===== config.mk =====
export PLATFORM = sky130hd
export DESIGN_NAME = inst_prefetch
export DESIGN_NICKNAME = d
export VERILOG_FILES = /design/src/rtl/mips_pkg.sv /design/src/rtl/inst_prefetch_fifo.sv /design/src/rtl/inst_prefetch.sv
export SDC_FILE = /design/constraint.sdc
export NUM_CORES = 1
export LEC_CHECK = 0
export CAP_MARGIN = 25
export CORE_MARGIN = 2
export CORE_UTILIZATION = 45
export CTS_CLUSTER_SIZE = 10
export DETAILED_ROUTE_END_ITERATION = 8
export PLACE_DENSITY = 0.69
export SLEW_MARGIN = 20
export SYNTH_ARGS = -nofsm -noshare
export SYNTH_HDL_FRONTEND = slang
export SYNTH_SLANG_ARGS = --single-unit

===== constraint.sdc =====
create_clock -name clk -period 4.95 [get_ports clk]
set_clock_uncertainty 0.15 [all_clocks]
set_input_delay 1.2375 -clock clk [delete_from_list [all_inputs] [get_ports clk]]
set_output_delay 1.2375 -clock clk [all_outputs]
set_load 0.005 [all_outputs]

===== src/rtl/mips_pkg.sv =====
// Shared constants for the fetch path: data width, opcode field position and the halt opcode.
package mips_pkg;

    localparam int XLEN = 32;
    localparam int OP_HI = 31;
    localparam int OP_LO = 26;
    localparam logic [5:0] OP_HALT = 6'b111111;

    function automatic logic is_halt(input logic [OP_HI-OP_LO:0] op);
        return (op == OP_HALT);
    endfunction

endpackage


===== src/rtl/inst_prefetch_fifo.sv =====
// prefetch_fifo: synchronous FIFO with flush; the head word is visible combinationally and reads zero when empty.
module prefetch_fifo #(
    parameter int DEPTH = 4,
    parameter int WIDTH = 64,
    parameter int CW = $clog2(DEPTH) + 1
) (
    input  logic             clk,
    input  logic             rst,
    input  logic             push,
    input  logic             pop,
    input  logic             flush,
    input  logic [WIDTH-1:0] wdata,
    output logic [WIDTH-1:0] rdata,
    output logic             full,
    output logic             empty,
    output logic [CW-1:0]    count
);
    localparam int AW = CW - 1;

    logic [WIDTH-1:0] mem [DEPTH];
    logic [AW-1:0] wptr;
    logic [AW-1:0] rptr;
    logic do_push;
    logic do_pop;

    assign empty   = (count == {CW{1'b0}});
    assign full    = (count == CW'(DEPTH));
    assign do_pop  = pop && !empty;
    // A push into a full buffer is legal when the head leaves in the same cycle.
    assign do_push = push && (!full || do_pop);
    assign rdata   = empty ? {WIDTH{1'b0}} : mem[rptr];

    // Pointer and occupancy update; flush and reset empty the buffer.
    always_ff @(posedge clk) begin
        if (rst || flush) begin
            wptr  <= {AW{1'b0}};
            rptr  <= {AW{1'b0}};
            count <= {CW{1'b0}};
        end else begin
            if (do_push) wptr <= wptr + AW'(1);
            if (do_pop)  rptr <= rptr + AW'(1);
            case ({do_push, do_pop})
                2'b10:   count <= count + CW'(1);
                2'b01:   count <= count - CW'(1);
                default: count <= count;
            endcase
        end
    end

    // Storage array.
    always_ff @(posedge clk) begin
        if (do_push && !rst && !flush) mem[wptr] <= wdata;
    end

endmodule


===== src/rtl/inst_prefetch.sv =====
// Instruction prefetch: credit-limited fetch into a small buffer with redirect flush and in-order
// discard of stale responses. Halt-stop behaviour is enabled by INST_PREFETCH_HALT_STOP_EN.
module inst_prefetch
    import mips_pkg::*;
#(
    parameter int DEPTH = 4,
    parameter int XLEN  = mips_pkg::XLEN
) (
    input  logic            clk,
    input  logic            rst,
    input  logic            redirect,
    input  logic [XLEN-1:0] redirect_pc,
    output logic            imem_req,
    output logic [XLEN-1:0] imem_addr,
    input  logic            imem_gnt,
    input  logic            imem_rvalid,
    input  logic [XLEN-1:0] imem_rdata,
    output logic            out_valid,
    output logic [XLEN-1:0] out_ir,
    output logic [XLEN-1:0] out_npc,
    input  logic            out_ready,
    output logic            halted
);
    localparam int CW = $clog2(DEPTH) + 1;
    // Discards can pile up across back-to-back redirects, so give the counter headroom.
    localparam int DW = CW + 8;

    logic [XLEN-1:0] pc, pc_next, resp_pc, resp_pc_next, resp_npc;
    logic [CW-1:0]   outstanding, outstanding_next, out_after, fifo_count;
    logic [DW-1:0]   discard, discard_next, disc_after;
    logic            halt_flag, halt_next;
    logic            grant, accept, drop, pop, push, halt_push, fifo_full, fifo_empty;
    logic [2*XLEN-1:0] fifo_rdata;

    assign imem_req  = !rst && !redirect && !halt_flag &&
                       (({1'b0, outstanding} + {1'b0, fifo_count}) < (CW+1)'(DEPTH));
    assign imem_addr = pc;
    assign grant     = imem_req && imem_gnt;
    assign accept    = imem_rvalid && (discard == {DW{1'b0}});
    assign drop      = imem_rvalid && (discard != {DW{1'b0}});
    assign pop       = !fifo_empty && out_ready;
    assign push      = accept && !redirect && (!fifo_full || pop);
    assign resp_npc  = resp_pc + XLEN'(1);

`ifdef INST_PREFETCH_HALT_STOP_EN
    assign halt_push = accept && !redirect && is_halt(imem_rdata[OP_HI:OP_LO]);
    assign halted    = halt_flag;
`else
    assign halt_push = 1'b0;
    assign halted    = 1'b0;
`endif

    prefetch_fifo #(.DEPTH(DEPTH), .WIDTH(2*XLEN), .CW(CW)) u_fifo (
        .clk   (clk),
        .rst   (rst),
        .push  (push),
        .pop   (pop),
        .flush (redirect),
        .wdata ({imem_rdata, resp_npc}),
        .rdata (fifo_rdata),
        .full  (fifo_full),
        .empty (fifo_empty),
        .count (fifo_count)
    );

    assign out_valid = !fifo_empty;
    assign out_ir    = fifo_rdata[2*XLEN-1:XLEN];
    assign out_npc   = fifo_rdata[XLEN-1:0];

    // Next fetch/response pointers, credit, discard and halt bookkeeping.
    always_comb begin
        pc_next          = pc;
        resp_pc_next     = resp_pc;
        outstanding_next = outstanding;
        discard_next     = discard;
        halt_next        = halt_flag;
        out_after        = outstanding + CW'(grant) - CW'(accept);
        disc_after       = discard - DW'(drop);
        if (redirect) begin
            pc_next          = redirect_pc;
            resp_pc_next     = redirect_pc;
            outstanding_next = {CW{1'b0}};
            halt_next        = 1'b0;
            // Everything still in flight is stale; a response arriving now is already one of them.
            if (imem_rvalid && ((discard != {DW{1'b0}}) || (outstanding != {CW{1'b0}}))) begin
                discard_next = discard + DW'(outstanding) - DW'(1);
            end else begin
                discard_next = discard + DW'(outstanding);
            end
        end else begin
            if (grant) pc_next = pc + XLEN'(1);
            else       pc_next = pc;
            if (accept) resp_pc_next = resp_npc;
            else        resp_pc_next = resp_pc;
            if (halt_push) begin
                outstanding_next = {CW{1'b0}};
                discard_next     = disc_after + DW'(out_after);
                halt_next        = 1'b1;
            end else begin
                outstanding_next = out_after;
                discard_next     = disc_after;
                halt_next        = halt_flag;
            end
        end
    end

    // State registers.
    always_ff @(posedge clk) begin
        if (rst) begin
            pc          <= {XLEN{1'b0}};
            resp_pc     <= {XLEN{1'b0}};
            outstanding <= {CW{1'b0}};
            discard     <= {DW{1'b0}};
            halt_flag   <= 1'b0;
        end else begin
            pc          <= pc_next;
            resp_pc     <= resp_pc_next;
            outstanding <= outstanding_next;
            discard     <= discard_next;
            halt_flag   <= halt_next;
        end
    end

endmodule


== Word level (Yosys, flattened, before mapping) ==
Memory sizes are Yosys's and may differ from the RTL's. A register that Yosys moved wholly into a read port is not among the register bits.
Index checks and enable logic that the tools add are counted.
Word-level totals
  register bits after elaboration: 85
  RAM bits: 256
  input port bits: 70
  output and inout bits: 99
  word-level logic and storage cells: 65
  memories kept: 1
Operators by class
  $add $sub $neg: 12
  order comparisons: 1
  equal/unequal tests: 3
  muxes and demuxes: 12
  reduce and logical (&&, ||, !) cells: 29
Memory list
  u_fifo.mem: words 4, width 64, rd ports 1, clocked after Yosys merged registers in 1, wr ports 1, RTL line inst_prefetch_fifo.sv:20  | logic [WIDTH-1:0] mem [DEPTH];
Operators by type and width (count)
  $mux 32: 4
  $add 32x1->32 const B: 2
  $mux 64: 1
  $mux 11: 2
  $logic_and 1x1->1: 13
  $add 11x3->11: 1
  $logic_not 11->1: 1
  $reduce_bool 11->1: 1
  $sub 11x1->11: 1
  $sub 11x1->11 const B: 1
  $pmux 3 s2: 1
  $reduce_bool 2->1: 3
  $add 2x1->2 const B: 2
  $add 3x3->4: 1
  $logic_not 1->1: 4
  $logic_or 1x1->1: 4
  $lt 4x3->1 const B: 1
  $mux 2: 2
  $add 3x1->3: 1
  $add 3x1->3 const B: 1
  $eq 3x3->1 const B: 1
  $logic_not 3->1: 1
  $reduce_bool 3->1: 1
  $sub 3x1->3: 1
  5 further kinds: 6

== Depth between registers and ports, before layout ==
Gate-level depths: netlist (run 1).
  depth after elaboration: 10
  depth in mapped cells: 13
  gate-level depth less buffers: 11

== Cells and area by module ==
Synthesis (run 1) repeated with hierarchy kept, for this count alone.
Second synthesis, totals
  cells, all modules: 1166
  area, all modules: 15732.6 um^2
By module, submodules not included
  prefetch_fifo: times used 1, cells each 474, area an instance 10408.7 um^2, seq. area each 7867.5 um^2
  inst_prefetch: times used 1, cells each 692, area an instance 5323.9 um^2, seq. area each 1561.5 um^2

== Worst setup path before layout (run 1) ==
OpenSTA, ideal clock, no wires.
  path kind: input port to flip-flop
  from: input imem_rvalid
  to: memory u_fifo.mem[0][0] (enable)
  setup time: 429 ps
  data arrival time: 3371 ps
  required time: 4371 ps
  setup slack: 1000 ps
  cell stages on the path: 5
  path buffers: 0
  cells stage by stage: nand4_1 inv_1 o41ai_1 nor2_1 and2_1
On the way
  longest elaborated chain between the ends: 8
RTL lines
  start: declaration: RTL line inst_prefetch.sv:16  | input logic imem_rvalid,
  $logic_and 1x1->1: RTL line inst_prefetch.sv:39  | assign accept = imem_rvalid && (discard == {DW{1'b0}});
  $logic_and 1x1->1 (2 in a row): RTL line inst_prefetch.sv:42  | assign push = accept && !redirect && (!fifo_full || pop);
  $logic_and 1x1->1: RTL line inst_prefetch_fifo.sv:30  | assign do_push = push && (!full || do_pop);
  $logic_and 1x1->1 (2 in a row): RTL line inst_prefetch_fifo.sv:52  | if (do_push && !rst && !flush) mem[wptr] <= wdata;
  $mux 1: RTL line inst_prefetch_fifo.sv:52
  $mux 1 (implied by the code): RTL line inst_prefetch_fifo.sv:52
  end: declaration: RTL line inst_prefetch_fifo.sv:20
No other way between the ends.

==> results of run 1 <==
-- power breakdown --
part	total, mW	internal [mW]	switching [mW]
Sequential	3.38	3.23	0.152
Combinational	1.09	0.506	0.588
Clock	2.63	1.55	1.08
Total	7.10	5.28	1.82
-- kinds of logic (layout without fill, tap and decap cells) --
| kind of cell | Yosys count | in the layout |
|---|---|---|
| AO/OA/AOI/OAI | 144 | 144 |
| XOR/XNOR | 84 | 84 |
| adder cells (fa/ha/maj) | 20 | 20 |
| buffers and inverters | 93 | 264 |
| flip-flops | 343 | 343 |
| multiplexers | 74 | 74 |
| other | 1 | 1 |
| AND/OR/NAND/NOR | 385 | 385 |
-- per-layer routing --
| layer | up-vias | share of wire (%) | wire [um] | track usage [%] |
|---|---|---|---|---|
| li1 | 4605 | - | - | - |
| met1 | 4678 | 46 | 15500 | 27.8 |
| met2 | 383 | 44 | 14600 | 28.9 |
| met3 | 50 | 8.1 | 2700 | 3.39 |
| met4 | 0 | 2.0 | 652 | 4.99 |
| met5 | - | 0 | 0 | 0 |
-- worst max-delay path, delay by kind of cell (launching register included) --
kind	cells	cell delay (ns)
buf+inv	2	0.83
flops	1	0.72
mux	1	0.51
simple gates	1	0.19
-- metrics by stage --
stage                     worst slack (ns)  hold slack (ns)  std cells  power (mW)  cell area (um^2)
after floorplan                       1.00            0.325       1144        4.14             15400
after global placement               0.993            0.349       1707        4.50             17600
after detailed placement             0.979            0.363       1707        4.52             17600
after CTS                            0.640            0.372       1763        7.17             18700
after global routing                 0.548            0.398       1763        7.42             18700
final                                0.768            0.374       1763        7.10             18700
-- worst paths after layout --
path	from	to	slack [ns]	depth (start not counted)
hold reg to reg	imem_addr[16]$_SDFFE_PP0P_	imem_addr[16]$_SDFFE_PP0P_	0.37	2
setup reg to reg	discard[8]$_SDFF_PP0_	u_fifo.mem[2][16]$_DFFE_PP_	1.84	8
hold / removal	imem_addr[16]$_SDFFE_PP0P_	imem_addr[16]$_SDFFE_PP0P_	0.37	2
setup / recovery	register	out_ir[31]	0.77	4
-- state kept, by name (all words and copies together), names as in the netlist, named ones only --
register	count
imem_addr	32
outstanding	3
u_fifo.rptr	2
u_fifo.count	3
u_fifo.wptr	2
resp_pc	32
u_fifo.mem	256
discard	11
-- cell type report --
| type | count | area, um^2 |
|---|---|---|
| well taps | 448 | 561 |
| fillers | 2746 | 14900 |
| clock inverters | 4 | 50.0 |
| clock buffers | 52 | 1100 |
| flip-flops and latches | 343 | 9430 |
| inverters | 22 | 82.6 |
| repair buffers | 186 | 1900 |
| multi-input cells | 708 | 5610 |
-- layout by cell type (no fill, tap or decap), types with 10 or more instances in the layout --
cell type          n
nand4_1           22
dfxtp_1           85
and3_1            14
inv_1             20
a31oi_1           16
and2_1            71
buf_4             12
and4_1            10
clkbuf_16         42
or3_1             10
ha_1              17
clkdlybuf4s50_1  166
a211oi_1          16
a21oi_1           37
nor2_1            87
o21ai_0           27
mux4_2            64
nand3_1           26
xor2_1            27
edfxtp_1         256
nor3_1            20
nand2_1           78
xnor2_1           57
==> qor.txt, run 1 <==
number of port buffers: 167
n_diodes: 0
clk root buf: clkbuf_16
clk buf depth: 3
clk_lat worst skew: 0.54 ns
Slew Limit Headroom: 47.0%
core area: 33600 um^2
multiplexer share of the synthesized area: 10.0%
layout cell share with drive strength beyond 1: 12.5%
CP required: 3.56 ns
Synth Area in Compound Gates: 6.11%
Die X: 189 um
Peak VDD IR: 0.298 mV
# IOs: 169
syn avg cell area: 13.5 um^2
YS warnings: 0
status: finished, final reports clean
max frequency: 0.239 GHz
Core Util, Final: 55.7%
Synth async-reset ratio: 0%
die area: 35700 um^2
drt drc: 0
ys flop type: edfxtp_1
count leader, synth: edfxtp_1
Syn Inst Count: 1144
Slew Limit Fails: 0
routability congestion estimate: 0.848
Hold Crit Class: reg -> reg
Setup Crit Path Kind: reg -> out
CP arrival: 2.79 ns
top cell type's share of synthesized area: 49.9%
postcts setup bufs: 0
crit-path cells: buf_4, mux4_2, and2_1, clkdlybuf4s50_1
number of global-route vias before repair: 9696
CTS Buf Count: 41
slowest stage cell, crit path: dfxtp_4
Final min period: 4.18 ns
P per Cell Area: 379 nW/um^2
crit start category: register
Seq cells post-synth: 343
Leakage: 6.17 nW
fin nets: 1392
Adder-Cell Fraction of Synth Area: 1.77%
number of flops mapped to enable cells by yosys: 256
largest family of logic cells by synthesized area: simple AND/OR/NAND/NOR gates
wirelength, routed: 33400 um
CP endpoint kind: primary output
gr ovfl total: 0
post-synthesis cell area: 15400 um^2
Yosys cell types: 72
cts hold-fix bufs: 0
DIE HEIGHT: 189 um
pin slew with the least headroom to its limit: 0.792 ns
routed via count: 9716
CTS resizes: 0
total routing usage reported by global routing: 18.9%
first-pass GRT wire length: 53300 um
clock sinks: 343
Final Setup Violations: 0
Synth Net Count: 1234
final setup TNS: 0 ns
register clock-pin slew on the reported worst setup and hold paths: 0.06 ns
Final Hold Violating Endpoints: 0
CP peak stage delay: 0.72 ns
top cells by count, synth: 256 x edfxtp_1, 87 x dfxtp_1, 87 x nor2_1
CTS tree: built
drt pass-1 iters: 5
htree depth: 2
Simple-Gate Fraction of Synth Area: 13.6%
antenna violations before repair: 0
post-DP HPWL: 21400 um
Final Cycle Share: 84.5%
DR WL/cell: 19.0 um
RSZ-0062 raised after global routing: false
dominant cells by area after synthesis: edfxtp_1 50%, dfxtp_1 11%, mux4_2 9.4%
final antenna-violating net count: 0
Initial Util: 45.9%
Yosys top cell by area: edfxtp_1
Via density: 5.51
largest net degree at the start of global routing: 70
XOR/XNOR Fraction of Synth Area: 4.77%
Area Overhead vs Synth: 21.5%
DRT iter0 DRCs: 773
post-synthesis sequential area ratio: 61.2%
crit-path max FO: 29
row count: 67
Max Cap Viol: 0
No activity file was read; power rests on OpenSTA's default activity.
==> run 2, diff against run 1 <==
--- a/config.mk
+++ b/config.mk
@@ -10,7 +10,7 @@
 export CORE_UTILIZATION = 45
 export CTS_CLUSTER_SIZE = 10
 export DETAILED_ROUTE_END_ITERATION = 8
-export PLACE_DENSITY = 0.69
+export PLACE_DENSITY = 0.72
 export SLEW_MARGIN = 20
 export SYNTH_ARGS = -nofsm -noshare
 export SYNTH_HDL_FRONTEND = slang
==> constraint.sdc (replaced) <==
create_clock -name clk -period 3.4 [get_ports clk]
set_clock_uncertainty 0.15 [all_clocks]
set_input_delay 0.85 -clock clk [delete_from_list [all_inputs] [get_ports clk]]
set_output_delay 0.85 -clock clk [all_outputs]
set_load 0.005 [all_outputs]
==> qor.txt, run 2 (same netlist as run 1, synthesis figures left out) <==
routed via count: 9908 (+2.0%)
CP arrival: 2.33 ns (-0.46 ns)
RSZ-0062 raised after global routing: true
most frequent cells in the layout: 256 x edfxtp_1, 146 x clkdlybuf4s50_1, 87 x nor2_1, 85 x dfxtp_1, 78 x nand2_1
Final Cycle Share: 98.0%
worst hold path endpoint: imem_addr[31]$_SDFFE_PP0P_
Max Cap Viol: 0 (unchanged)
Final Hold Violating Endpoints: 0 (unchanged)
number of global-route vias before repair: 9744 (+0.50%)
gr ovfl total: 0 (unchanged)
first-pass GRT wire length: 53400 um (+0.25%)
commonest non-fill, non-tap cell in the layout: edfxtp_1
Slew Limit Fails: 0 (unchanged)
final setup TNS: 0 ns (unchanged)
Hold Path Origin: imem_addr[31]$_SDFFE_PP0P_
fin nets: 1405 (+0.93%)
Leakage: 6.57 nW (+6.4%)
layout cell share with drive strength beyond 1: 13.2% (+0.69 points)
dpl cell area: 17700 um^2 (+0.70%)
Area Overhead vs Synth: 22.7%
Final min period: 3.33 ns
die area: 35700 um^2 (unchanged)
htree depth: 2 (unchanged)
CTS Buf Count: 40 (-2.4%)
max FFs per register: 256 (unchanged)
max frequency: 0.300 GHz
fillers: 2657 (-3.2%)
largest reg by FF count: u_fifo.mem
RR Startpoint: discard[7]$_SDFF_PP0_
crit-path max FO: 6 (-79%)
n_diodes: 0 (unchanged)
crit start category: register
wirelength, routed: 34200 um (+2.2%)
Post-Place Cells: 1720 (+0.76%)
Peak VDD IR: 0.476 mV (+60%)
# IOs: 169 (unchanged)
Design Power: 10.4 mW (+46%)
post-route insts no fill: 1785 (+1.2%)
Setup Crit Path Kind: reg -> out
grt met2 use: 29.3% (+0.37 points)
cts hold-fix bufs: 0 (unchanged)
clock sinks: 343 (unchanged)
clk_lat worst skew: 0.53 ns (about the same)
CTS tree: built
DR WL/cell: 19.1 um (+0.94%)
core area: 33600 um^2 (unchanged)
WHS Path Cells: 2 (unchanged)
P per Cell Area: 550 nW/um^2 (+45%)
r2r endpoint: u_fifo.mem[1][43]$_DFFE_PP_
Slew Limit Headroom: 49.2% (+2.2 points)
number of port buffers: 167 (unchanged)
drt pass-1 iters: 5 (unchanged)
Initial Util: 45.9% (unchanged)
met3 usage: 2.82% (-0.57 points)
CP endpoint kind: primary output
Final Setup Violations: 0 (unchanged)
largest net degree at the start of global routing: 70 (unchanged)
drt drc: 0 (unchanged)
Die X: 189 um (unchanged)
clk root buf: clkbuf_16
antenna violations before repair: 0 (unchanged)
CP required: 2.40 ns (-1.16 ns)
met1 Track Usage GR: 28.0% (+0.17 points)
status: finished, final reports clean
final antenna-violating net count: 0 (unchanged)
setup slack, reg-to-reg: 0.40 ns (-1.44 ns)
routability congestion estimate: 0.857 (+1.1%)
DRT iter0 DRCs: 786 (+1.7%)
busiest layer in global routing: met2
clk buf depth: 3 (unchanged)
R2R depth: 8 (unchanged)
post-DP HPWL: 22300 um (+4.1%)
footprint of the multi-input gates: 5610 um^2 (unchanged)
fin area: 18900 um^2 (+0.97%)
pin slew with the least headroom to its limit: 0.763 ns (-0.0297 ns)
Via density: 5.55 (+0.72%)
Hold Crit Class: reg -> reg
register clock-pin slew on the reported worst setup and hold paths: 0.05 ns (about the same)
DIE HEIGHT: 189 um (unchanged)
total routing usage reported by global routing: 18.9% (+0.053 points)
row count: 67 (unchanged)
Reg area: 9430 um^2 (unchanged)
[run 2: worst max path at each step]
stage / end / slack, ns / cells past startpoint
6_report: out_npc[7] / 0.07 / 4
5_1_grt: out_npc[7] / -0.003 / 4
4_1_cts: out_npc[27] / 0.005 / 4
3_5_place_dp: u_fifo.count[2]$_SDFFE_PP0P_ / 0.02 / 11
3_3_place_gp: u_fifo.mem[1][39]$_DFFE_PP_ / 0.1 / 8
2_1_floorplan: outstanding[1]$_SDFF_PP0_ / 0.15 / 12
[run 2: repair_timing]
item,4_1_cts,5_1_grt
gates resized for setup,4,16
setup buffers,1,0
endpoints found under the setup margin,50,18
[run 2: through the flow]
stage | hold slack (ns) | setup WS, ns | utilization, %
after floorplan | 0.325 | 0.145 | -
after global placement | 0.353 | 0.0960 | 52.7
after detailed placement | 0.354 | 0.0175 | 52.7
after CTS | 0.373 | 0.00463 | 56.1
after global routing | 0.412 | -0.00331 | 56.3
final | 0.378 | 0.0696 | 56.3
[run 2: layout make-up]
| cell class | count | share of cell area [%] |
|---|---|---|
| multi-input combinational | 708 | 29.6 |
| clock buffer | 62 | 5.95 |
| tap | 448 | 2.96 |
| timing repair buffer | 200 | 10.9 |
| inverter | 22 | 0.437 |
| sequential | 343 | 49.9 |
| clock inverter | 2 | 0.212 |
[run 2: power breakdown]
group,internal [mW],switching [mW],total (mW)
clock,2.27,1.58,3.85
sequential,4.70,0.219,4.91
combinational,0.752,0.877,1.63
total,7.72,2.67,10.4
[run 2: routing by layer]
metal | part of all wire (%) | vias to the layer above | wire length, um
li1 | - | 4641 | -
met1 | 46 | 4791 | 15700
met2 | 45 | 417 | 15300
met3 | 6.9 | 59 | 2370
met4 | 2.2 | 0 | 750
met5 | 0 | - | 0
[run 2: worst max-delay path: stages (launching register included)]
cell             delay (ns)
dfxtp_4                0.42
buf_4                  0.21
mux4_2                 0.52
and2_1                 0.17
clkdlybuf4s50_1        0.50
==> run 3, diff against run 2 <==
--- a/config.mk
+++ b/config.mk
@@ -8,10 +8,10 @@
 export CAP_MARGIN = 25
 export CORE_MARGIN = 2
 export CORE_UTILIZATION = 45
+export CTS_CLUSTER_DIAMETER = 80
 export CTS_CLUSTER_SIZE = 10
 export DETAILED_ROUTE_END_ITERATION = 8
 export PLACE_DENSITY = 0.72
-export SLEW_MARGIN = 20
 export SYNTH_ARGS = -nofsm -noshare
 export SYNTH_HDL_FRONTEND = slang
 export SYNTH_SLANG_ARGS = --single-unit
==> qor.txt, run 3 (same netlist as run 1, synthesis figures left out) <==
CP required: 2.40 ns (about the same)
CP arrival: 2.33 ns (about the same)
Max Cap Viol: 0 (unchanged)
core area: 33600 um^2 (unchanged)
htree depth: 2 (unchanged)
number of port buffers: 167 (unchanged)
pin slew with the least headroom to its limit: 0.774 ns (+0.0114 ns)
routability congestion estimate: 0.857 (unchanged)
commonest non-fill, non-tap cell in the layout: edfxtp_1
# IOs: 169 (unchanged)
Setup Crit Path Kind: reg -> out
Slew Limit Fails: 0 (unchanged)
DIE HEIGHT: 189 um (unchanged)
Final Cycle Share: 98.0% (about the same)
status: finished, final reports clean
clk root buf: clkbuf_16
drt pass-1 iters: 5 (unchanged)
register clock-pin slew on the reported worst setup and hold paths: 0.06 ns (about the same)
clk_lat worst skew: 0.53 ns (about the same)
Comb power frac: 15.6% (about the same)
sequential power share: 47.1% (-0.2 points)
DR WL/cell: 19.2 um (+0.22%)
WHS: 0.379 ns (+0.000368 ns)
Peak VDD IR: 0.445 mV (-6.5%)
Initial Util: 45.9% (unchanged)
crit-path max FO: 17 (+11)
final antenna-violating net count: 0 (unchanged)
die area: 35700 um^2 (unchanged)
Die X: 189 um (unchanged)
internal power: 7.74 mW (+0.29%)
Leakage: 6.60 nW (+0.46%)
dpl cell area: 17700 um^2 (unchanged)
DRT iter0 DRCs: 821 (+4.5%)
fin area: 18900 um^2 (about the same)
Area Overhead vs Synth: 22.7% (about the same)
Final Setup Violations: 0 (unchanged)
CTS tree: built
wirelength, routed: 34200 um (+0.11%)
most frequent cells in the layout: 256 x edfxtp_1, 143 x clkdlybuf4s50_1, 87 x nor2_1, 85 x dfxtp_1, 78 x nand2_1
Via density: 5.53 (-0.40%)
row count: 67 (unchanged)
clk buf depth: 3 (unchanged)
fin nets: 1405 (unchanged)
Design Power: 10.4 mW (+0.36%)
fillers: 2640 (-0.64%)
Psw: 2.69 mW (+0.57%)
max frequency: 0.300 GHz (about the same)
Hold Crit Class: reg -> reg
CP endpoint kind: primary output
Final Hold Violating Endpoints: 0 (unchanged)
first-pass GRT wire length: 53300 um (-0.21%)
largest net degree at the start of global routing: 70 (unchanged)
crit start category: register
post-DP HPWL: 22300 um (unchanged)
clock sinks: 343 (unchanged)
max FFs per register: 256 (unchanged)
Slew Limit Headroom: 48.0% (-1.2 points)
number of global-route vias before repair: 9639 (-1.1%)
RSZ-0062 raised after global routing: true
cts hold-fix bufs: 0 (unchanged)
Final min period: 3.33 ns (+0.00150 ns)
P per Cell Area: 551 nW/um^2 (+0.34%)
layout cell share with drive strength beyond 1: 13.2% (+0.020 points)
CTS Buf Count: 40 (unchanged)
n_diodes: 0 (unchanged)
drt drc: 0 (unchanged)
Switching Fraction: 25.8% (+0.054 points)
total routing usage reported by global routing: 18.8% (-0.095 points)
routed via count: 9857 (-0.51%)
Clk pwr share: 37.2% (+0.2 points)
largest reg by FF count: u_fifo.mem
antenna violations before repair: 0 (unchanged)
gr ovfl total: 0 (unchanged)
==> run 3: cell types whose count changed in the layout (fill, tap and decap cells not counted) <==
cell | before | now
clkinv_2 | 0 | 1
buf_4 | 24 | 23
bufinv_16 | 0 | 1
clkdlybuf4s50_1 | 146 | 143
buf_6 | 0 | 1
clkbuf_1 | 19 | 17
dlymetal6s2s_1 | 16 | 17
clkbuf_8 | 2 | 0
dlygate4sd2_1 | 4 | 6
==> run 3: stage by stage <==
step	utilization (%)	std cells	worst slack [ns]	setup TNS (ns)
after floorplan	-	1144	0.145	0
after global placement	52.7	1720	0.0960	0
after detailed placement	52.7	1720	0.0175	0
after CTS	56.1	1783	0.000651	0
after global routing	56.3	1783	-0.00561	-0.0107
final	56.3	1783	0.0681	0
==> run 3: what timing repair did <==
| item | CTS | global route |
|---|---|---|
| gates resized for setup | 6 | 18 |
| setup endpoints to repair | 54 | 21 |
| buffers inserted | 1 | 0 |
==> run 3: per-layer routing <==
layer | wire (um) | part of all wire (%) | GRT usage [%]
met5 | 0 | 0 | 0
met4 | 552 | 1.6 | 4.03
met3 | 2420 | 7.1 | 3.02
met2 | 15400 | 45 | 29.3
met1 | 15800 | 46 | 28.0
==> run 3: worst paths after layout <==
| kind | from | to | slack, ns | cells past startpoint |
|---|---|---|---|---|
| setup / recovery | register | out_ir[20] | 0.07 | 4 |
| hold / removal | imem_addr[31]$_SDFFE_PP0P_ | imem_addr[31]$_SDFFE_PP0P_ | 0.38 | 2 |
| setup reg to reg | discard[7]$_SDFF_PP0_ | u_fifo.mem[2][39]$_DFFE_PP_ | 0.37 | 8 |
| hold reg to reg | imem_addr[31]$_SDFFE_PP0P_ | imem_addr[31]$_SDFFE_PP0P_ | 0.38 | 2 |
==> run 3: area by class of cell <==
| type | count | area (um^2) | area share, % |
|---|---|---|---|
| clock buffer | 58 | 1090 | 5.76 |
| clock inverter | 4 | 75.1 | 0.397 |
| inverter | 22 | 82.6 | 0.437 |
| multi-input combinational | 708 | 5610 | 29.6 |
| sequential | 343 | 9430 | 49.9 |
| tap | 448 | 561 | 2.96 |
| timing repair buffer | 200 | 2070 | 10.9 |
==> run 3: power groups by stage <==
stage / sequential (mW) / clock, mW / combinational [mW]
after floorplan: 4.89 / 0 / 1.14
after global placement: 4.99 / 0 / 1.59
after detailed placement: 4.99 / 0 / 1.62
after CTS: 4.91 / 3.97 / 1.63
after global routing: 4.94 / 4.13 / 1.81
final: 4.91 / 3.89 / 1.63
==> run 3: critical path: stages, from the launching register on <==
cell             delay [ns]
dfxtp_4                0.42
buf_12                 0.21
mux4_2                 0.53
and2_1                 0.19
clkdlybuf4s50_1        0.44
